==> config.mk <==
export PLATFORM = sky130hd
export DESIGN_NAME = div_unit
export DESIGN_NICKNAME = d
export VERILOG_FILES = /design/src/rtl/div_unit.sv
export SDC_FILE = /design/constraint.sdc
export NUM_CORES = 1
export LEC_CHECK = 0
export ABC_AREA = 1
export ABC_CLOCK_PERIOD_IN_PS = 9400
export CORE_MARGIN = 5
export CORE_UTILIZATION = 50
export CTS_CLUSTER_SIZE = 30
export DETAILED_ROUTE_END_ITERATION = 10
export PLACE_DENSITY = 0.71
export SLEW_MARGIN = 20
export SYNTH_ARGS = -nofsm -noshare
export SYNTH_HDL_FRONTEND = slang
export SYNTH_SLANG_ARGS = --single-unit
==> constraint.sdc <==
create_clock -name clk_i -period 9.4 [get_ports clk_i]
set_input_delay 2.35 -clock clk_i [delete_from_list [all_inputs] [get_ports clk_i]]
set_output_delay 2.35 -clock clk_i [all_outputs]
set_load 0.01 [all_outputs]
==> src/rtl/div_unit.sv <==
// div_unit: RV32M iterative divider (DIV, DIVU, REM, REMU).
// Restoring radix-2 division on operand magnitudes, one quotient bit per
// cycle. Divide-by-zero and signed overflow skip the iteration and go
// straight to DONE. Result and address are registered and held until the
// next DONE; RegWrite_o is the only qualifier and is suppressed for x0.
module div_unit (
  input  logic        clk_i,
  input  logic        reset_n,
  input  logic        start_i,
  input  logic [1:0]  op_i,
  input  logic [31:0] rs1_i,
  input  logic [31:0] rs2_i,
  input  logic [4:0]  rd_addr_i,
  input  logic        kill_i,
  output logic        busy_o,
  output logic        RegWrite_o,
  output logic [4:0]  RDaddr_o,
  output logic [31:0] RDdata_o
);

  typedef enum logic [1:0] {
    IDLE = 2'd0,
    CALC = 2'd1,
    DONE = 2'd2
  } state_t;

  state_t      state_q;
  state_t      state_d;
  logic        reg_write;

  logic        rem_op_q;
  logic        neg_quo_q;
  logic        neg_rem_q;
  logic [4:0]  rd_q;
  logic [4:0]  count_q;
  logic [31:0] divisor_q;
  logic [31:0] quo_q;
  logic [31:0] rem_q;
  logic [4:0]  rd_addr_q;
  logic [31:0] rd_data_q;

  // Decode of the request as presented on the inputs (used only at capture).
  logic        is_signed;
  logic        is_rem;
  logic        rs1_neg;
  logic        rs2_neg;
  logic [31:0] rs1_mag;
  logic [31:0] rs2_mag;
  logic        div_zero;
  logic        overflow;
  logic        special;
  logic [31:0] special_result;

  assign is_signed = ~op_i[0];
  assign is_rem    = op_i[1];
  assign rs1_neg   = is_signed & rs1_i[31];
  assign rs2_neg   = is_signed & rs2_i[31];
  assign rs1_mag   = rs1_neg ? (~rs1_i + 32'd1) : rs1_i;
  assign rs2_mag   = rs2_neg ? (~rs2_i + 32'd1) : rs2_i;
  assign div_zero  = (rs2_i == 32'd0);
  assign overflow  = is_signed & (rs1_i == 32'h8000_0000) & (rs2_i == 32'hFFFF_FFFF);
  assign special   = div_zero | overflow;
  assign special_result = div_zero ? (is_rem ? rs1_i : 32'hFFFF_FFFF)
                                   : (is_rem ? 32'd0 : 32'h8000_0000);

  // One restoring step: shift in the next dividend bit and subtract if it fits.
  logic [32:0] shifted;
  logic [32:0] diff;
  logic        fits;
  logic [31:0] rem_next;
  logic [31:0] quo_next;
  logic [31:0] quo_final;
  logic [31:0] rem_final;
  logic [31:0] result_final;

  assign shifted      = {rem_q, quo_q[31]};
  assign diff         = shifted - {1'b0, divisor_q};
  assign fits         = ~diff[32];
  assign rem_next     = fits ? diff[31:0] : shifted[31:0];
  assign quo_next     = {quo_q[30:0], fits};
  assign quo_final    = neg_quo_q ? (~quo_next + 32'd1) : quo_next;
  assign rem_final    = neg_rem_q ? (~rem_next + 32'd1) : rem_next;
  assign result_final = rem_op_q ? rem_final : quo_final;

  // State register; reset abandons any operation in flight.
  always_ff @(posedge clk_i or negedge reset_n) begin
    if (!reset_n) begin
      state_q <= IDLE;
    end else begin
      state_q <= state_d;
    end
  end

  // Next-state decode and the write strobe, which kill can veto in DONE.
  always_comb begin
    state_d   = state_q;
    reg_write = 1'b0;
    case (state_q)
      IDLE: begin
        if (start_i) begin
          state_d = special ? DONE : CALC;
        end
      end
      CALC: begin
        if (kill_i) begin
          state_d = IDLE;
        end else if (count_q == 5'd31) begin
          state_d = DONE;
        end
      end
      DONE: begin
        state_d   = IDLE;
        reg_write = ~kill_i & (rd_q != 5'd0);
      end
      default: begin
        state_d = IDLE;
      end
    endcase
  end

  // Operand capture, iteration, and loading of the held result registers.
  always_ff @(posedge clk_i or negedge reset_n) begin
    if (!reset_n) begin
      rem_op_q  <= 1'b0;
      neg_quo_q <= 1'b0;
      neg_rem_q <= 1'b0;
      rd_q      <= 5'd0;
      count_q   <= 5'd0;
      divisor_q <= 32'd0;
      quo_q     <= 32'd0;
      rem_q     <= 32'd0;
      rd_addr_q <= 5'd0;
      rd_data_q <= 32'd0;
    end else begin
      case (state_q)
        IDLE: begin
          if (start_i) begin
            rem_op_q  <= is_rem;
            neg_quo_q <= rs1_neg ^ rs2_neg;
            neg_rem_q <= rs1_neg;
            rd_q      <= rd_addr_i;
            count_q   <= 5'd0;
            divisor_q <= rs2_mag;
            quo_q     <= rs1_mag;
            rem_q     <= 32'd0;
            if (special) begin
              rd_addr_q <= rd_addr_i;
              rd_data_q <= special_result;
            end
          end
        end
        CALC: begin
          if (!kill_i) begin
            rem_q   <= rem_next;
            quo_q   <= quo_next;
            count_q <= count_q + 5'd1;
            if (count_q == 5'd31) begin
              rd_addr_q <= rd_q;
              rd_data_q <= result_final;
            end
          end
        end
        default: begin
        end
      endcase
    end
  end

  assign busy_o     = (state_q != IDLE);
  assign RegWrite_o = reg_write;
  assign RDaddr_o   = rd_addr_q;
  assign RDdata_o   = rd_data_q;

endmodule

==> impl_metrics.ini <==
[outcome]
status = finished, final reports clean

[critical_path]
cp-start-kind = input port
crit_chain = clkdlybuf4s50_1 > inv_1 > ha_1 > nand3_1 > nor2_1 > nand2_1 > nor3_2 > nand3_1 > nor2_1 > nand4_1 > nand2b_1 > nor2_1 > nand4_1 > nand3_1 > nand2_2 > inv_2 > o21ai_0 > inv_1 > a21oi_1
crit_cells = 19
crit_fanout = 50
path_buf_inv = 4
crit_type = input port to flop
cp_top_family = simple AND/OR/NAND/NOR gates
end_kind = flop
critPathSlowestCell = inv_2
cp.required_ns = 9.72
crit_arrival_ns = 6.54
slowest_delay_ns = 0.67
ff2ff_path_depth = 32

[yosys]
synth_cell_type_count = 51
synth-edff-count = 0
synth-compound-area-share_pct = 15.8
synth_top_family_by_area = simple AND/OR/NAND/NOR gates
synthAdderAreaFrac_pct = 3.84
ys_ff_latch = 148
synth_xor_area_share_pct = 3.97
synth_simple_gate_area_share_pct = 36.8
synth_cells = 2146
syn_nets = 2261
syn_area_per_cell_sq_um = 6.17
synth_ff_type = dfrtp_1
muxShareOfSynthArea_pct = 0
ys_seq_area_share_pct = 28.0
ys_warn_count = 0
synthesis.area_sq_um = 13200
async_flop_share_pct = 100

[sta]
max_freq_mhz = 161
rsz0062_at_grt = false
slew_headroom_pct = 30.2
setup_viol = 0
whs_ns = 0.480
fin_setup_tns_ns = 0
fin_crit_sh_pct = 66.2
finalHoldViolCount = 0
fin_crit_ns = 6.22
worstMarginPinSlew_ns = 1.04
final-max-slew-violation-count = 0
fin_ws_ns = 3.18
finClkSkew_ns = 0.0177

[floorplanning]
initial_utilization_pct = 50.8
chipHeight_um = 173
pin_count = 114
fp.coreArea_sq_um = 26100
row_count = 59
die_w_um = 173
design.die.area_sq_um = 29800

[worst_hold_path]
min_path_cells = 2
hold_class = flop to flop

[power_and_ir_drop]
p_seq_share_pct = 17.6
finalPower_mw = 6.62
pwr-share-comb_pct = 71.4
p_per_area_nw_per_um2 = 437
p_int_mw = 2.83
cellLeakagePower_nw = 7.58
netSwitchingPower_mw = 3.79
swShare_pct = 57.2
ir_worst_vdd_v = 0.000490
power_frac_clock_pct = 11.0

[routing]
wirelength_um = 45300
drt_pass1_iterations = 6
ant_nets = 0
via_count = 14400
drc_errors = 0
viasPerCell = 5.63
drtIter0Drc = 1601
wire_per_inst_um = 17.7

[grt]
grt_pass1_vias = 13300
antenna_found_initial = 0
grt_pass1_wl_um = 71600
grt_overflow_total = 0
grt_use_total_pct = 29.3
grt_max_degree = 91

[final_layout]
nets = 2329
diodes = 0
final_layout_size_suffix_gt1_share_pct = 5.39
final_core_util_pct = 58.1
most-common-layout-cells = nand2_1, inv_1, o21ai_0
final_common_cell = nand2_1
syn2layout_area_growth_pct = 14.4

[clocking]
cts.path.max_buffers = 2
cts_tree = yes
htree_levels = 4
worstSkewPairLatency_ns = 0.44
cts_resized = 0
cts-hold-fix-buffers = 0
clock-sinks = 148
cts_buffers = 17
cts_setup_buffers = 0
clk_pin_slew_ns = 0.07
root_buffer = clkbuf_16

[placement]
gp_congestion = 0.973
place_ws_ns = 2.83
numPortBuffers = 113
hpwlAfterDp_um = 34500

[flow_run]
cap_violations = 0
==> final timing paths <==
path / start / endpoint / slack, ns
hold reg to reg: RDdata_o[26]$_DFFE_PN0P_ / RDdata_o[26]$_DFFE_PN0P_ / 0.48
setup / recovery: rs1_i[1] / RDdata_o[7]$_DFFE_PN0P_ / 3.18
max in group asynchronous: reset_n / quo_q[19]$_DFFE_PN0P_ / 6.03
hold / removal: RDdata_o[26]$_DFFE_PN0P_ / RDdata_o[26]$_DFFE_PN0P_ / 0.48
min in group asynchronous: reset_n / divisor_q[11]$_DFFE_PN0P_ / 1.98
setup reg to reg: quo_q[31]$_DFFE_PN0P_ / RDdata_o[28]$_DFFE_PN0P_ / 4.30
==> logic make-up (layout without fill, tap and decap cells) <==
logic type               after synthesis  count (layout)
XOR/XNOR                              60              60
AO/OA/AOI/OAI                        374             374
adder cells (fa/ha/maj)               40              40
AND/OR/NAND/NOR                     1128            1128
buffers and inverters                396             476
flip-flops                           148             148
==> cells in the mapped netlist (9+ instances only) <==
cell      instances  area (sq um)
nand2_1         652          2450
inv_1           313          1170
o21ai_0         177           886
nor2_1          173           649
dfrtp_1         148          3700
nand3_1         144           721
a21oi_1          96           480
clkbuf_1         57           214
nor3_1           40           200
ha_1             39           488
nand4_1          37           231
xor2_1           33           289
o22ai_1          31           194
nand2_2          29           181
xnor2_1          27           236
a31oi_1          18           113
o221ai_1         15           131
nand3b_1         10          75.1
o211ai_1         10          75.1
nor2_2            9          56.3
==> stage by stage <==
stage,instances,area [sq um]
global route,2561,15100
finish,2561,15100
global placement,2530,14500
floorplan,2146,13200
detailed placement,2530,14500
CTS,2561,15100
==> final cells by class <==
class	count	area [sq um]
Clock buffer	18	439
Tap cell	335	419
Sequential cell	148	3700
Clock inverter	13	161
Multi-Input combinational cell	1602	8000
Inverter	321	1200
Fill cell	2640	10900
Timing Repair Buffer	124	1210
==> sequential cells by signal, indices dropped and copies added, names as in the netlist <==
register / count
RDaddr_o: 5
RDdata_o: 32
count_q: 5
divisor_q: 32
neg_quo_q: 1
neg_rem_q: 1
quo_q: 32
rd_q: 5
rem_op_q: 1
rem_q: 32
state_q: 2
==> power groups by stage <==
stage	combinational (mW)	clock, mW	sequential [mW]
after global routing	5.30	0.759	1.19
after detailed placement	4.64	0	1.17
final	4.73	0.730	1.16
after floorplan	3.45	0	1.12
after global placement	4.58	0	1.16
after CTS	4.67	0.736	1.16
==> tightest hold or removal path: stages, from the launching register on <==
cell     delay (ns)
dfrtp_1        0.35
nand2_1        0.05
nand2_1        0.05
==> metal layers <==
metal,GRT usage [%],up-vias,share of wire (%)
met5,0,-,0
met3,4.78,74,7.7
met4,7.40,0,2.1
li1,-,7069,-
met1,42.7,6694,45
met2,45.7,591,45
Power figures use the tool's default switching activity.
